==> config.mk <==
export PLATFORM = sky130hd
export DESIGN_NAME = imm_extend_pipe_flat
export DESIGN_NICKNAME = d
export VERILOG_FILES = /design/src/rtl/imm_extend_pipe_if.sv /design/src/rtl/imm_extend_pipe.sv /design/src/flat_wrapper.sv
export SDC_FILE = /design/constraint.sdc
export NUM_CORES = 1
export LEC_CHECK = 0
export BUFFER_PORTS_ARGS = -buffer_cell sky130_fd_sc_hd__buf_2
export CAP_MARGIN = 20
export CORE_ASPECT_RATIO = 0.8
export CORE_MARGIN = 5
export CORE_UTILIZATION = 30
export DETAILED_ROUTE_END_ITERATION = 10
export GPL_ROUTABILITY_DRIVEN = 0
export HOLD_SLACK_MARGIN = 0.05
export SETUP_SLACK_MARGIN = 0.15
export SLEW_MARGIN = 30
export SYNTH_ARGS = -nofsm -noshare
export SYNTH_HDL_FRONTEND = slang
export SYNTH_SLANG_ARGS = --single-unit
==> constraint.sdc <==
create_clock -name clk -period 1.6 [get_ports clk]
set_input_delay 0.32 -clock clk [delete_from_list [all_inputs] [get_ports clk]]
set_output_delay 0.32 -clock clk [all_outputs]
set_load 0.01 [all_outputs]
==> src/rtl/imm_extend_pipe_if.sv <==
// Stream bundle for the immediate extender: input immediate channel, extended result channel, transfer count.
// Latency: n/a (wiring only).
// Backpressure: in_ready/out_ready carry the valid/ready handshake on each side.
//
// Signals:
//   in_valid/in_ready/in_imm/in_mode  upstream immediate channel
//   out_valid/out_ready/out_data      downstream result channel
//   out_count                         completed output transfers, modulo 2^16
interface imm_extend_pipe_if #(
    parameter int IN_W  = 16,
    parameter int OUT_W = 32
);
    logic             in_valid;
    logic             in_ready;
    logic [IN_W-1:0]  in_imm;
    logic [1:0]       in_mode;
    logic             out_valid;
    logic             out_ready;
    logic [OUT_W-1:0] out_data;
    logic [15:0]      out_count;

    // master: the environment around the extender (drives immediates, sinks results)
    modport master (
        output in_valid, in_imm, in_mode, out_ready,
        input  in_ready, out_valid, out_data, out_count
    );

    // slave: the extender itself
    modport slave (
        input  in_valid, in_imm, in_mode, out_ready,
        output in_ready, out_valid, out_data, out_count
    );
endinterface

==> src/rtl/imm_extend_pipe.sv <==
// Pipelined immediate extender (SEXT/ZEXT/UPPER/BRANCH) with registered output and 2-entry skid buffer.
// Latency: 1 cycle from input transfer to out_data when the pipe is empty or draining.
// Backpressure: full rate under stall; in_ready comes straight from a state flop bit, never from out_ready.
//
// Ports:
//   clk    rising-edge clock
//   rst_n  asynchronous active-low reset
//   bus    imm_extend_pipe_if.slave: in_valid/in_ready/in_imm/in_mode, out_valid/out_ready/out_data, out_count
module imm_extend_pipe #(
    parameter int IN_W  = 16,
    parameter int OUT_W = 32
) (
    input  logic             clk,
    input  logic             rst_n,
    imm_extend_pipe_if.slave bus
);

    // Encoding chosen so the handshake outputs are single flop bits:
    // bit0 = out_valid, bit1 = skid occupied (in_ready is its inverse).
    localparam logic [1:0] S_EMPTY = 2'b00;
    localparam logic [1:0] S_ONE   = 2'b01;
    localparam logic [1:0] S_TWO   = 2'b11;

    localparam logic [1:0] M_SEXT   = 2'b00;
    localparam logic [1:0] M_ZEXT   = 2'b01;
    localparam logic [1:0] M_UPPER  = 2'b10;
    localparam logic [1:0] M_BRANCH = 2'b11;

    logic [1:0]       state;
    logic [OUT_W-1:0] main_q;
    logic [OUT_W-1:0] skid_q;
    logic [15:0]      cnt_q;

    logic             in_xfer;
    logic             out_xfer;
    logic [OUT_W-1:0] sext;
    logic [OUT_W-1:0] ext;

    assign in_xfer  = bus.in_valid && !state[1];
    assign out_xfer = state[0] && bus.out_ready;

    // Extension happens before storage so only results are buffered, never modes.
    assign sext = {{(OUT_W-IN_W){bus.in_imm[IN_W-1]}}, bus.in_imm};

    always_comb begin
        ext = sext;
        case (bus.in_mode)
            M_SEXT:   ext = sext;
            M_ZEXT:   ext = {{(OUT_W-IN_W){1'b0}}, bus.in_imm};
            M_UPPER:  ext = {bus.in_imm, {(OUT_W-IN_W){1'b0}}};
            M_BRANCH: ext = {sext[OUT_W-3:0], 2'b00};
            default:  ext = sext;
        endcase
    end

    always_ff @(posedge clk or negedge rst_n) begin
        if (!rst_n) begin
            state  <= S_EMPTY;
            main_q <= '0;
            skid_q <= '0;
        end else begin
            case (state)
                S_EMPTY: begin
                    if (in_xfer) begin
                        main_q <= ext;
                        state  <= S_ONE;
                    end
                end
                S_ONE: begin
                    if (in_xfer && !out_xfer) begin
                        skid_q <= ext;
                        state  <= S_TWO;
                    end else if (in_xfer && out_xfer) begin
                        main_q <= ext;
                    end else if (out_xfer) begin
                        state  <= S_EMPTY;
                    end
                end
                S_TWO: begin
                    if (out_xfer) begin
                        main_q <= skid_q;
                        state  <= S_ONE;
                    end
                end
                default: state <= S_EMPTY;
            endcase
        end
    end

    always_ff @(posedge clk or negedge rst_n) begin
        if (!rst_n) begin
            cnt_q <= '0;
        end else if (out_xfer) begin
            cnt_q <= cnt_q + 16'd1;
        end
    end

    assign bus.out_valid = state[0];
    assign bus.in_ready  = ~state[1];
    assign bus.out_data  = main_q;
    assign bus.out_count = cnt_q;

endmodule

==> src/flat_wrapper.sv <==
// flat-port wrapper written by rule: the top's interface ports become plain ports
module imm_extend_pipe_flat 
#(
    parameter int IN_W  = 16,
    parameter int OUT_W = 32
)
  (clk, rst_n, bus_in_valid, bus_in_imm, bus_in_mode, bus_out_ready, bus_in_ready, bus_out_valid, bus_out_data, bus_out_count);
  imm_extend_pipe_if #(.IN_W(IN_W), .OUT_W(OUT_W)) bus_i ();
  input  logic clk;
  input  logic rst_n;
  input wire logic [$bits(bus_i.in_valid)-1:0] bus_in_valid;
  input wire logic [$bits(bus_i.in_imm)-1:0] bus_in_imm;
  input wire logic [$bits(bus_i.in_mode)-1:0] bus_in_mode;
  input wire logic [$bits(bus_i.out_ready)-1:0] bus_out_ready;
  output wire logic [$bits(bus_i.in_ready)-1:0] bus_in_ready;
  output wire logic [$bits(bus_i.out_valid)-1:0] bus_out_valid;
  output wire logic [$bits(bus_i.out_data)-1:0] bus_out_data;
  output wire logic [$bits(bus_i.out_count)-1:0] bus_out_count;
  assign bus_i.in_valid = bus_in_valid;
  assign bus_i.in_imm = bus_in_imm;
  assign bus_i.in_mode = bus_in_mode;
  assign bus_i.out_ready = bus_out_ready;
  assign bus_in_ready = bus_i.in_ready;
  assign bus_out_valid = bus_i.out_valid;
  assign bus_out_data = bus_i.out_data;
  assign bus_out_count = bus_i.out_count;
  imm_extend_pipe #(.IN_W(IN_W), .OUT_W(OUT_W)) u_core (.clk(clk), .rst_n(rst_n), .bus(bus_i));
endmodule
# Word level (Yosys, flattened, before mapping)
# Cells that the tools add are included.
[classes] n_addsub=1 eq_ne=11 mux=12 n_bitwise=1 n_reduce_logical=12
[ops] cell="$mux W32" count=4
[ops] cell="$pmux W32 S4" count=1
[ops] cell="$pmux W32 S3" count=1
[ops] cell="$add A16 B1 Y16 const B" count=1
[ops] cell="$mux W2" count=5
[ops] cell="$eq A2 B2 Y1 const B" count=3
[ops] cell="$ne A2 B1 Y1 const B" count=3
[ops] cell="$pmux W2 S3" count=1
[ops] cell="$reduce_and A5 Y1" count=1
[ops] cell="$eq A2 B1 Y1 const B" count=2
[ops] cell="$logic_and A1 B1 Y1" count=4
[ops] cell="$logic_not A2 Y1" count=2
[ops] cell="$reduce_and A4 Y1" count=1
[ops] cell="$ne A3 B1 Y1 const B" count=1
[ops] cell="$ne A3 B2 Y1 const B" count=1
[ops] cell="$reduce_bool A3 Y1" count=1
[ops] cell="$logic_not A1 Y1" count=2
[ops] cell="$ne A2 B2 Y1 const B" count=1
[ops] cell="$reduce_and A2 Y1" count=1
[ops] cell="$not A1 Y1" count=1
[totals] reg_bits=82 input_bits=22 output_inout_bits=50 elab_cells=41

# Depth between registers and ports, before layout
# Gate-level depths: netlist of the first run.
[depth] ltp_word=6 ltp_mapped=7 mapped_depth_nobuf=5

# Worst setup path before layout of the first run
# No wires, ideal clock.
[synth_timing] path_kind="register to register" start="register u_core.state[0]" end="register u_core.main_q[12], in the netlist u_core.bus.out_data[12]" setup_ns=0.127 t_arrival_ns=1.571 required_time_ns=1.473 setup_slack_ns=-0.098 stages_incl_launch_ff=7 path_buffers=2 period_less_slack_ns=1.698 path_cell_list="dfrtp_1 -> ha_1 -> clkbuf_1 -> a22oi_4 -> nand3b_4 -> buf_6 -> mux2_1"
[synth_between] elab_chain_cells=5 elab_cells_between_ends=14 classes_between="eq/ne (6); mux (1); reduce/logical (7)"
[synth_lines] element="from (decl)" line="imm_extend_pipe.sv:29" text="logic [1:0] state;"
[synth_lines] element="from (signal assigned)" line="imm_extend_pipe.sv:58" text="state <= S_EMPTY;"
[synth_lines] element="from (signal assigned)" line="imm_extend_pipe.sv:66" text="state <= S_ONE;"
[synth_lines] element="from (signal assigned)" line="imm_extend_pipe.sv:72" text="state <= S_TWO;"
[synth_lines] element="$logic_and A1 B1 Y1" line="imm_extend_pipe.sv:40" text="assign out_xfer = state[0] && bus.out_ready;"
[synth_lines] element="$logic_not A1 Y1" line="imm_extend_pipe.sv:70" text="if (in_xfer && !out_xfer) begin"
[synth_lines] element="$logic_and A1 B1 Y1" line="imm_extend_pipe.sv:70"
[synth_lines] element="$ne A2 B2 Y1 (no source line)"
[synth_lines] element="$reduce_and A5 Y1 (no source line)"
[synth_lines] element="to (signal assigned)" line="imm_extend_pipe.sv:65" text="main_q <= ext;"
[synth_lines] element="to (signal assigned)" line="imm_extend_pipe.sv:74" text="main_q <= ext;"
[synth_lines] element="to (signal assigned)" line="imm_extend_pipe.sv:81" text="main_q <= skid_q;"
[synth_lines] element="to (decl)" line="imm_extend_pipe.sv:30" text="logic [OUT_W-1:0] main_q;"
# Several ways; a longest one is shown, not always the timed one.
# A chain may end at the register's enable or synchronous reset.

# Worst setup path after layout of the first run
[layout_timing] start="register u_core.state[1]" end="register u_core.main_q[9], in the netlist u_core.bus.out_data[9]"
[layout_between] elab_chain_cells=5 elab_cells_between_ends=14 classes_between="eq/ne (6); mux (1); reduce/logical (7)"
[layout_lines] element="$logic_not A1 Y1" line="imm_extend_pipe.sv:39" text="assign in_xfer = bus.in_valid && !state[1];"
[layout_lines] element="$logic_and A1 B1 Y1" line="imm_extend_pipe.sv:39"
[layout_lines] element="$logic_and A1 B1 Y1 (on tied branches)" line="imm_extend_pipe.sv:70, imm_extend_pipe.sv:73"
[layout_lines] element="$ne A2 B2 Y1 (no source line) / $ne A2 B1 Y1 (equally long branches)"
[layout_lines] element="$reduce_and A5 Y1 (no source line)"
# Several ways; a longest one is shown, not always the timed one.

==> results of run 1 <==
==> critical path: stages, from the launching register on <==
cell and delay (ns):
dfrtp_2 0.46, inv_4 0.07, ha_4 0.16, a22oi_4 0.19
nand3b_4 0.13, buf_12 0.18, mux2_4 0.31
==> layer usage <==
| layer | track usage | vias up | share of wire |
|---|---|---|---|
| met1 | 0.1735 | 1556 | 0.46 |
| met2 | 0.2003 | 74 | 0.47 |
| li1 | - | 1498 | - |
| met4 | 0.04623 | 0 | 0.018 |
| met3 | 0.03713 | 17 | 0.050 |
| met5 | 0 | - | 0 |
==> state kept, by name (all words and copies together), names as in the netlist <==
name,count
u_core.bus.out_count,16
u_core.bus.out_data,32
u_core.skid_q,32
u_core.state,2
==> cell type report <==
type | instances | area [um2]
timing repair buffer | 95 | 691.9
inverter | 20 | 77.57
multi-input combinational | 267 | 2147
clock buffer | 11 | 242.7
clock inverter | 4 | 76.32
tap | 180 | 225.2
sequential | 82 | 2054
fill | 1315 | 8178
==> cells in the final DEF (no fill, tap or decap), types with 2 or more instances in the layout <==
| cell type | n |
|---|---|
| dfrtp_2 | 2 |
| nor3_2 | 2 |
| nor2_1 | 4 |
| bufinv_16 | 2 |
| a21oi_1 | 21 |
| ha_1 | 2 |
| xnor2_1 | 9 |
| nand3_1 | 3 |
| dfrtp_1 | 80 |
| mux2i_1 | 15 |
| mux2_4 | 28 |
| buf_2 | 69 |
| buf_12 | 7 |
| nand2b_4 | 2 |
| a21oi_2 | 9 |
| nor2b_1 | 14 |
| clkbuf_16 | 11 |
| buf_4 | 10 |
| ha_4 | 2 |
| o21ai_0 | 28 |
| xor2_1 | 6 |
| nand3_4 | 2 |
| o21ai_1 | 22 |
| mux2_2 | 22 |
| inv_1 | 18 |
| nand2b_1 | 2 |
| buf_6 | 5 |
| nand4_1 | 3 |
| nor3_4 | 2 |
| nand2_1 | 53 |
==> worst max-delay path by stage <==
stage                          from                 endpoint  slack (ns)  cells after the start
floorplan           u_core.state[0]  u_core.bus.out_data[12]       0.007                      6
global placement     bus_in_mode[0]   u_core.bus.out_data[3]       -0.07                      6
detailed placement   bus_in_mode[0]  u_core.bus.out_data[10]       -0.10                      6
CTS                 u_core.state[1]   u_core.bus.out_data[9]      -0.007                      6
global route        u_core.state[1]        u_core.skid_q[18]       -0.08                      7
finish              u_core.state[1]   u_core.bus.out_data[9]       -0.01                      6
==> synth_stat cells, types with 5 or more instances <==
cell type / instances / share of area
dfrtp_1: 82 / 0.49
nand2_1: 53 / 0.047
o21ai_0: 45 / 0.053
mux2_2: 28 / 0.075
a21oi_1: 21 / 0.025
inv_1: 20 / 0.018
mux2i_1: 15 / 0.036
nor2b_1: 15 / 0.022
mux2_1: 13 / 0.035
buf_2: 10 / 0.012
xnor2_1: 10 / 0.021
a21oi_2: 9 / 0.019
mux2_4: 9 / 0.032
clkbuf_1: 7 / 0.0062
xor2_1: 6 / 0.012
ha_1: 5 / 0.015
nor2_1: 5 / 0.0045
o21ai_1: 5 / 0.0059
==> kinds of logic (layout without fill, tap and decap cells) <==
| group | after synthesis | in the layout |
|---|---|---|
| multiplexers | 65 | 65 |
| AO/OA/AOI/OAI | 83 | 83 |
| flip-flops | 82 | 82 |
| adder cells (fa/ha/maj) | 5 | 5 |
| AND/OR/NAND/NOR | 98 | 98 |
| buffers and inverters | 45 | 130 |
| XOR/XNOR | 16 | 16 |
==> what timing repair did <==
item                                   CTS  global route
cloned                                   0             4
resized for setup                       22            34
setup endpoints to repair               73            76
setup buffers                            2             1
endpoints found under the hold margin   82             0
pin swaps                                2             1
hold buffers                             1             0
==> power groups by stage <==
stage	Clock (mW)	Combinational [mW]	Sequential, mW
after floorplan	0	2.23	3.57
after global placement	0	3.52	3.40
after detailed placement	0	3.62	3.43
after CTS	2.28	3.85	3.42
after global routing	2.37	4.44	3.54
final	2.24	4.04	3.43
==> Flow_metrics.wiki, run 1 <==
{| class="wikitable"
! Metric !! Value
|-
| Clock root buffer || clkbuf_16
|-
| Fmax achieved || 620.0 MHz
|-
| Type of the worst setup path || reg2reg
|-
| Register bit count reported by yosys || 82
|-
| Via-to-Cell Ratio || 4.772
|-
| Internal cell power || 6.433 mW
|-
| Vias in the first global route || 3180
|-
| Post-synthesis area per instance || 10.70 um2
|-
| Final design area excluding fillers || 0.005515 mm2
|-
| Avg WL per Cell || 16.58 um
|-
| Setup repair after global routing missed its margin || true
|-
| First-pass GRT wire length || 16.74 mm
|-
| Maximum count of clock buffers along a single path || 2
|-
| Sequential fraction of the synthesis area || 0.4866
|-
| Remaining routing DRC violations || 0
|-
| Combinational fraction of design power || 0.416
|-
| Number of ports placed on the die boundary || 72
|-
| Cell area after synthesis || 0.004217 mm2
|-
| Drt total wl || 10.93 mm
|-
| Area of placed instances || 0.004911 mm2
|-
| DRC marker count from the first detailed-route iteration || 264
|-
| Final core area utilization || 0.4028
|-
| Share of flip-flops with an asynchronous set or reset after synthesis || 1.000
|-
| Post-synth top flop || dfrtp_1
|-
| Max Transition Viols Final || 0
|-
| Switch Pwr || 3.286 mW
|-
| Worst IR Drop VDD || 0.7006 mV
|-
| Number of buffers added by the clock tree synthesis step || 9
|-
| Post-synthesis cell count || 394
|-
| Mux share of post-synthesis cell area || 0.1772
|-
| Worst-skew pair later-pin latency || 0.34 ns
|-
| Maximum number of pins on one net before global-route repair || 83
|-
| Final Hold Viols || 0
|-
| Die extent in x || 142.5 um
|-
| Simple-gate share of the synthesized area || 0.1196
|-
| Global-route usage over all layers || 0.1292
|-
| Area of the core || 0.01369 mm2
|-
| Sum of internal, switching and leakage power || 9.719 mW
|-
| Post-placement cell count || 636
|-
| Sink count of the clock tree || 82
|-
| Status || complete, but fails checks
|-
| Non-filler cells in the finished layout || 659
|-
| Element type at the critical path end || flop
|-
| FF-to-FF setup slack || -0.01 ns
|-
| Worst slack, placed || -0.1028 ns
|-
| Number of max-cap violations || 0
|-
| Adder-cell share of the synthesized area || 0.01484
|-
| Reg-to-reg critical path startpoint || u_core.state[1]
|-
| Initial antenna violation count || 0
|-
| Pwr dens || 1762 mW/mm2
|-
| Final ANT Viol Nets || 0
|-
| TNS Setup || -0.04521 ns
|-
| Hold Slack || 0.3172 ns
|-
| Half-perimeter wire length after placement || 7.099 mm
|-
| Fraction of layout instances using a drive strength above 1 || 0.4092
|-
| Power share of the sequential group || 0.353
|-
| IO buf count || 71
|-
| Category of the worst setup path launch point || flop
|-
| Effective utilization at floorplan || 0.3079
|-
| Violated checks || negative setup slack
|-
| Combinational family with the most area after synthesis || multiplexers
|-
| Number of failing setup endpoints in the final timing report || 7
|-
| Sum of overflow across all layers after global routing || 0
|-
| CTS H-tree lvls || 3
|-
| Worst rel slew slack || 0.6266
|-
| Number of antenna diodes || 0
|-
| Worst min-delay path class || in2reg
|-
| Xor-xnor portion of the synthesized cell area || 0.03323
|-
| Count of TritonRoute iterations in the first routing pass || 4
|-
| Setup ws final || -0.01303 ns
|-
| End point of the worst hold path || u_core.skid_q[1]
|-
| Yosys cell types || 38
|-
| Clock Skew || 0.007261 ns
|-
| Total Nets Final || 502
|-
| Number of warnings reported in the yosys synthesis log || 0
|-
| Worst Path Required || 1.82 ns
|-
| Capturing point of the worst reg2reg path || u_core.bus.out_data[9]
|-
| Part of the cycle the worst path needs || 1.008
|-
| Critical-path maximum fanout || 19
|-
| Number of enable-type register cells in the synthesized netlist || 0
|-
| Leakage power of the design || 2.583 nW
|-
| Cell depth of the worst flop-to-flop path || 6
|-
| Detailed-route via count || 3145
|-
| Startpoint of the most critical hold path || bus_in_imm[1]
|-
| Number of nets produced by synthesis || 421
|-
| Die extent in y || 116.0 um
|-
| Cell depth of the worst hold path || 3
|-
| CTS tree || done
|-
| Clock-pin slew on the worst setup and hold paths || 0.06 ns
|-
| Die outline area || 0.01654 mm2
|-
| Standard-cell rows || 38
|-
| Layout overhead on the synthesized area || 30.80%
|-
| Critical path data arrival time || 1.84 ns
|-
| Final worst path period need || 1.613 ns
|-
| Least-Margin Pin Slew || 0.5601 ns
|-
| Net switching fraction of the power || 0.3381
|-
| Compound-cell area share of the yosys netlist || 0.1119
|-
| Clock share of power || 0.231
|}
No activity file was read; power rests on OpenSTA's default activity.
==> inputs of run 2 (changes only) <==
--- a/config.mk
+++ b/config.mk
@@ -8,7 +8,7 @@
 export BUFFER_PORTS_ARGS = -buffer_cell sky130_fd_sc_hd__buf_2
 export CAP_MARGIN = 20
 export CORE_ASPECT_RATIO = 0.8
-export CORE_MARGIN = 5
+export CORE_MARGIN = 1.5
 export CORE_UTILIZATION = 30
 export DETAILED_ROUTE_END_ITERATION = 10
 export GPL_ROUTABILITY_DRIVEN = 0
==> run 2 against run 1 <==
Net effect: the flow still finishes with violations (negative setup slack); worst hold slack improved by 0.0094 ns; final cell count up 0.76%; critical path type unchanged; clock-buffer cell count increased by 1; sequential power is 3% higher; critical path depth stayed put; largest power group unchanged.
==> Flow_metrics.wiki, run 2 (same netlist as run 1, synthesis figures left out) <==
{| class="wikitable"
! Metric !! Value
|-
| Setup ws final || -0.01409 ns
|-
| Commonest non-fill, non-tap cell in the layout || dfrtp_1
|-
| Switch Pwr || 3.619 mW
|-
| Part of the cycle the worst path needs || 1.009
|-
| Combinational fraction of design power || 0.449
|-
| Cell depth of the worst flop-to-flop path || 6
|-
| Worst-skew pair later-pin latency || 0.34 ns
|-
| Sum of internal, switching and leakage power || 10.23 mW
|-
| DRC marker count from the first detailed-route iteration || 152
|-
| Clock Skew || 0.01069 ns
|-
| Worst min-delay path class || in2reg
|-
| Max Transition Viols Final || 0
|-
| Filler cell count || 1261
|-
| Commonest non-fill, non-tap cells in the layout || dfrtp_1 (79), buf_2 (69), nand2_1 (28), mux2_2 (28), o21ai_2 (23)
|-
| CP Capture Point || u_core.bus.out_data[17]
|-
| CTS H-tree lvls || 3
|-
| Capturing point of the worst reg2reg path || u_core.bus.out_data[17]
|-
| Number of failing setup endpoints in the final timing report || 12
|-
| Largest incremental delay on the critical path || 0.45 ns
|-
| Number of max-cap violations || 0
|-
| Worst Path Required || 1.82 ns
|-
| Worst IR Drop VDD || 0.7784 mV
|-
| Final Hold Viols || 0
|-
| Worst-path cell with the longest stage delay || dfrtp_2
|-
| Critical-path maximum fanout || 19
|-
| Reg-to-reg critical path startpoint || u_core.state[1]
|-
| Half-perimeter wire length after placement || 6.720 mm
|-
| Least-Margin Pin Slew || 0.7766 ns
|-
| Number of antenna diodes || 0
|-
| Cell depth of the worst hold path || 3
|-
| Sum of overflow across all layers after global routing || 0
|-
| Fraction of layout instances using a drive strength above 1 || 0.5165
|-
| Remaining routing DRC violations || 0
|-
| Source of the critical timing path || u_core.state[1]
|-
| Power share of the sequential group || 0.345
|-
| Number of buffers added by the clock tree synthesis step || 9
|-
| Clock-pin slew on the worst setup and hold paths || 0.06 ns
|-
| Worst rel slew slack || 0.4817
|-
| Pwr dens || 1761 mW/mm2
|-
| Die outline area || 0.01478 mm2
|-
| Final ANT Viol Nets || 0
|-
| Die extent in x || 135.5 um
|-
| Type of the worst setup path || reg2reg
|-
| Sink count of the clock tree || 82
|-
| Final worst path period need || 1.614 ns
|-
| Sequence of cells on the critical path || inv_4 -> ha_4 -> a22oi_4 -> nand3b_4 -> buf_12 -> mux2_4
|-
| Total Nets Final || 507
|-
| Critical path data arrival time || 1.83 ns
|-
| Vias in the first global route || 3271
|-
| Die extent in y || 109.0 um
|-
| Worst slack, placed || -0.2288 ns
|-
| Status || complete, but fails checks
|-
| First-pass GRT wire length || 17.24 mm
|-
| Number of ports placed on the die boundary || 72
|-
| Detailed-route via count || 3183
|-
| Clock share of power || 0.207
|-
| Count of TritonRoute iterations in the first routing pass || 4
|-
| Setup repair after global routing missed its margin || true
|-
| Via-to-Cell Ratio || 4.794
|-
| Clock root buffer || clkbuf_16
|-
| Area of the core || 0.01365 mm2
|-
| Drt total wl || 10.81 mm
|-
| Element type at the critical path end || flop
|-
| Hold Slack || 0.3266 ns
|-
| Global-route usage over all layers || 0.1507
|-
| Layout overhead on the synthesized area || 37.77%
|-
| Leakage power of the design || 2.680 nW
|-
| Initial antenna violation count || 0
|-
| Internal cell power || 6.609 mW
|-
| Standard-cell rows || 38
|-
| Maximum number of pins on one net before global-route repair || 83
|-
| Avg WL per Cell || 16.28 um
|-
| Fmax achieved || 619.5 MHz
|-
| Net switching fraction of the power || 0.3538
|-
| CTS tree || done
|-
| FF-to-FF setup slack || -0.01 ns
|-
| Category of the worst setup path launch point || flop
|-
| Effective utilization at floorplan || 0.3090
|-
| Violated checks || negative setup slack
|-
| IO buf count || 71
|-
| Maximum count of clock buffers along a single path || 2
|}
run 2: cell count changes in the layout (fill, tap and decap cells not counted), moves of 2 or more:
| cell | before | now |
|---|---|---|
| mux2_2 | 22 | 28 |
| buf_16 | 0 | 4 |
| nand2_4 | 1 | 14 |
| o21ai_1 | 22 | 13 |
| nand2_1 | 53 | 28 |
| buf_6 | 5 | 7 |
| o21ai_2 | 1 | 23 |
| nand2_2 | 0 | 11 |
| clkbuf_16 | 11 | 9 |
| mux2_4 | 28 | 22 |
| buf_4 | 10 | 12 |
| o21ai_0 | 28 | 14 |
run 2: area by class of cell:
class                      count  area (um2)  share of cell area
multi-input combinational    267        2372              0.4084
sequential                    82        2056              0.3539
timing repair buffer         100       774.5              0.1333
clock buffer                  12       256.5             0.04415
tap                          180       225.2             0.03877
inverter                      20       77.57             0.01335
clock inverter                 3       47.55            0.008184
run 2: per-stage QoR:
step,utilization,TNS [ns],cells,instance area (um2)
2_1_floorplan,-,0,394,4293
3_5_place_dp,0.3574,-4.181,634,4877
5_1_grt,0.4257,-1.257,664,5809
6_report,0.4257,-0.09394,664,5809
4_1_cts,0.4007,0,660,5468
3_3_place_gp,0.3570,-8.230,634,4871
run 2: worst min path at each step:
stage / from / end / slack [ns]
6_report: bus_in_imm[5] / u_core.skid_q[7] / 0.33
5_1_grt: bus_in_imm[9] / u_core.skid_q[11] / 0.35
4_1_cts: bus_in_imm[1] / u_core.skid_q[1] / 0.34
3_5_place_dp: rst_n / u_core.bus.out_count[6] / 0.39
3_3_place_gp: rst_n / u_core.bus.out_count[6] / 0.39
2_1_floorplan: rst_n / u_core.bus.out_count[0] / 0.02
run 2: power by group through the flow:
stage / sequential (mW) / clock [mW] / combinational (mW)
finish: 3.52 / 2.11 / 4.59
global route: 3.63 / 2.25 / 4.96
CTS: 3.42 / 2.17 / 4.15
detailed placement: 3.43 / 0 / 3.57
global placement: 3.41 / 0 / 3.46
floorplan: 3.57 / 0 / 2.23
run 2: timing repair:
action | CTS | global route
endpoints found under the hold margin | 80 | 0
pin swaps | 4 | 8
resized for setup | 30 | 106
hold buffers | 1 | 0
setup buffers | 6 | 4
cloned | 4 | 0
setup endpoints to repair | 72 | 73
run 2: critical path, delay by kind of cell, from the launching register on:
family	cells	cell delay, ns
AOI/OAI and AO/OA	1	0.19
adders and majority gates	1	0.16
buffers and inverters	2	0.25
DFF	1	0.45
muxes	1	0.30
and+or+nand+nor	1	0.13
run 2: per-layer routing:
| layer | global-route usage | wire (um) |
|---|---|---|
| met2 | 0.2302 | 5278 |
| met1 | 0.2041 | 4958 |
| met3 | 0.04138 | 402 |
| met5 | 0 | 0 |
| met4 | 0.05530 | 172 |
==> inputs of run 3 (changes only) <==
--- a/config.mk
+++ b/config.mk
@@ -7,12 +7,15 @@
 export LEC_CHECK = 0
 export BUFFER_PORTS_ARGS = -buffer_cell sky130_fd_sc_hd__buf_2
 export CAP_MARGIN = 20
+export CELL_PAD_IN_SITES_DETAIL_PLACEMENT = 1
+export CELL_PAD_IN_SITES_GLOBAL_PLACEMENT = 2
 export CORE_ASPECT_RATIO = 0.8
 export CORE_MARGIN = 1.5
 export CORE_UTILIZATION = 30
 export DETAILED_ROUTE_END_ITERATION = 10
 export GPL_ROUTABILITY_DRIVEN = 0
 export HOLD_SLACK_MARGIN = 0.05
+export PLACE_DENSITY_LB_ADDON = 0.1
 export SETUP_SLACK_MARGIN = 0.15
 export SLEW_MARGIN = 30
 export SYNTH_ARGS = -nofsm -noshare
==> run 3 against run 2 <==
Net effect: the flow still finishes with violations (negative setup slack); worst hold slack better by 0.0056 ns; sequential share of layout area is 1.6 points higher; sequential power is 3% lower; highest routed layer unchanged.
==> Flow_metrics.wiki, run 3 (same netlist as run 1, synthesis figures left out) <==
{| class="wikitable"
! Metric !! Value
|-
| Status || complete, but fails checks
|-
| Violated checks || negative setup slack
|-
| Number of buffers added by the clock tree synthesis step || 9
|-
| Detailed-route via count || 3092
|-
| Final ANT Viol Nets || 0
|-
| Worst IR Drop VDD || 0.6145 mV
|-
| Critical-path maximum fanout || 18
|-
| Number of failing setup endpoints in the final timing report || 20
|-
| Final Hold Viols || 0
|-
| Effective utilization at floorplan || 0.3090
|-
| Maximum number of pins on one net before global-route repair || 83
|-
| Fmax achieved || 607.1 MHz
|-
| Via-to-Cell Ratio || 4.636
|-
| First-pass GRT wire length || 18.04 mm
|-
| Clock root buffer || clkbuf_16
|-
| Layout overhead on the synthesized area || 31.72%
|-
| Die extent in x || 135.5 um
|-
| Standard-cell rows || 38
|-
| Initial antenna violation count || 0
|-
| Commonest non-fill, non-tap cell in the layout || dfrtp_1
|-
| Worst Path Required || 1.82 ns
|-
| CTS tree || done
|-
| Area of the multi-input gates || 0.002112 mm2
|-
| Number of antenna diodes || 0
|-
| Count of TritonRoute iterations in the first routing pass || 4
|-
| Category of the worst setup path launch point || flop
|-
| Leakage power of the design || 2.590 nW
|-
| Final core area utilization || 0.4070
|-
| Setup repair after global routing missed its margin || true
|-
| Number of max-cap violations || 0
|-
| Avg WL per Cell || 16.77 um
|-
| Number of ports placed on the die boundary || 72
|-
| Worst-skew pair later-pin latency || 0.33 ns
|-
| Final worst path period need || 1.647 ns
|-
| Fraction of layout instances using a drive strength above 1 || 0.4127
|-
| Maximum count of clock buffers along a single path || 2
|-
| Element type at the critical path end || flop
|-
| Setup ws final || -0.04723 ns
|-
| Global-route usage over all layers || 0.1616
|-
| Sum of overflow across all layers after global routing || 0
|-
| Drt total wl || 11.19 mm
|-
| Type of the worst setup path || reg2reg
|-
| Sink count of the clock tree || 82
|-
| Reg area || 0.002054 mm2
|-
| Total Nets Final || 509
|-
| Area of the core || 0.01365 mm2
|-
| Sum of internal, switching and leakage power || 9.501 mW
|-
| Pwr dens || 1711 mW/mm2
|-
| Worst rel slew slack || 0.5174
|-
| Vias in the first global route || 3235
|-
| Hold Slack || 0.3322 ns
|-
| Die extent in y || 109.0 um
|-
| Least-Margin Pin Slew || 0.7231 ns
|-
| Clock-pin slew on the worst setup and hold paths || 0.06 ns
|-
| Critical path data arrival time || 1.86 ns
|-
| Part of the cycle the worst path needs || 1.030
|-
| Commonest non-fill, non-tap cells in the layout || dfrtp_1 (80), buf_2 (69), nand2_1 (53), o21ai_0 (29), mux2_2 (28)
|-
| IO buf count || 71
|-
| Clock Skew || 0.003728 ns
|-
| Max Transition Viols Final || 0
|-
| Worst min-delay path class || in2reg
|-
| Filler cell count || 1508
|-
| Half-perimeter wire length after placement || 7.578 mm
|-
| DRC marker count from the first detailed-route iteration || 114
|-
| CTS H-tree lvls || 3
|-
| Remaining routing DRC violations || 0
|-
| Die outline area || 0.01478 mm2
|}
[run 3: cell count changes in the layout (fill, tap and decap cells not counted), moves of 8 or more]
cell     change
o21ai_1      +8
o21ai_2     -22
nand2_2     -10
o21ai_0     +15
nand2_1     +25
nand2_4     -14
[run 3: area by class of cell]
type,instances,area share
clock buffer,14,0.04934
sequential,82,0.3699
tap,180,0.04055
timing repair buffer,102,0.1442
multi-input combinational,267,0.3803
inverter,20,0.01397
clock inverter,2,0.001802
[run 3: worst paths after layout]
path                                               start                       end  slack [ns]  cells after the start
min in group asynchronous                          rst_n   u_core.bus.out_count[3]        0.56                      3
worst min-delay path                       bus_in_imm[4]          u_core.skid_q[6]        0.33                      3
worst min register to register  u_core.bus.out_count[15]  u_core.bus.out_count[15]        0.47                      1
worst max register to register           u_core.state[1]    u_core.bus.out_data[9]       -0.05                      6
max in group asynchronous                          rst_n   u_core.bus.out_count[6]        0.66                      3
worst max-delay path                     u_core.state[1]    u_core.bus.out_data[9]       -0.05                      6
[run 3: what timing repair did]
| item | in CTS | in global routing |
|---|---|---|
| cloned | 3 | 1 |
| resized for setup | 22 | 26 |
| pin swaps | 3 | 2 |
| endpoints found under the hold margin | 43 | 0 |
| buffers inserted | 2 | 3 |
| hold buffers | 1 | 0 |
| setup endpoints to repair | 78 | 75 |
[run 3: routing by layer]
| metal | vias up | global-route usage | part of all wire |
|---|---|---|---|
| met2 | 57 | 0.2495 | 0.45 |
| met4 | 0 | 0.03917 | 0.0088 |
| li1 | 1506 | - | - |
| met5 | - | 0 | 0 |
| met3 | 8 | 0.03301 | 0.033 |
| met1 | 1521 | 0.2313 | 0.50 |
[run 3: where the power goes]
| part | switching [mW] | internal (mW) | leakage [nW] |
|---|---|---|---|
| clock network | 0.808 | 1.18 | 0.143 |
| registers | 0.535 | 2.89 | 1.04 |
| logic | 1.89 | 2.20 | 1.41 |
[run 3: critical path: stages (launching register included)]
cell and delay [ns]:
dfrtp_2 0.47, inv_4 0.07, ha_4 0.16, a22oi_4 0.19, nand3b_4 0.13, buf_12 0.19
mux2_4 0.31
[run 3: per-stage QoR]
stage               cell area (um2)  std cells  setup TNS (ns)  worst slack [ns]
finish                         5554        667         -0.3991          -0.04723
global route                   5554        667          -3.592           -0.1043
CTS                            5468        663          -1.145          -0.06614
detailed placement             4967        641          -3.483           -0.2273
global placement               4961        641          -6.481           -0.3016
floorplan                      4293        394               0          0.007293
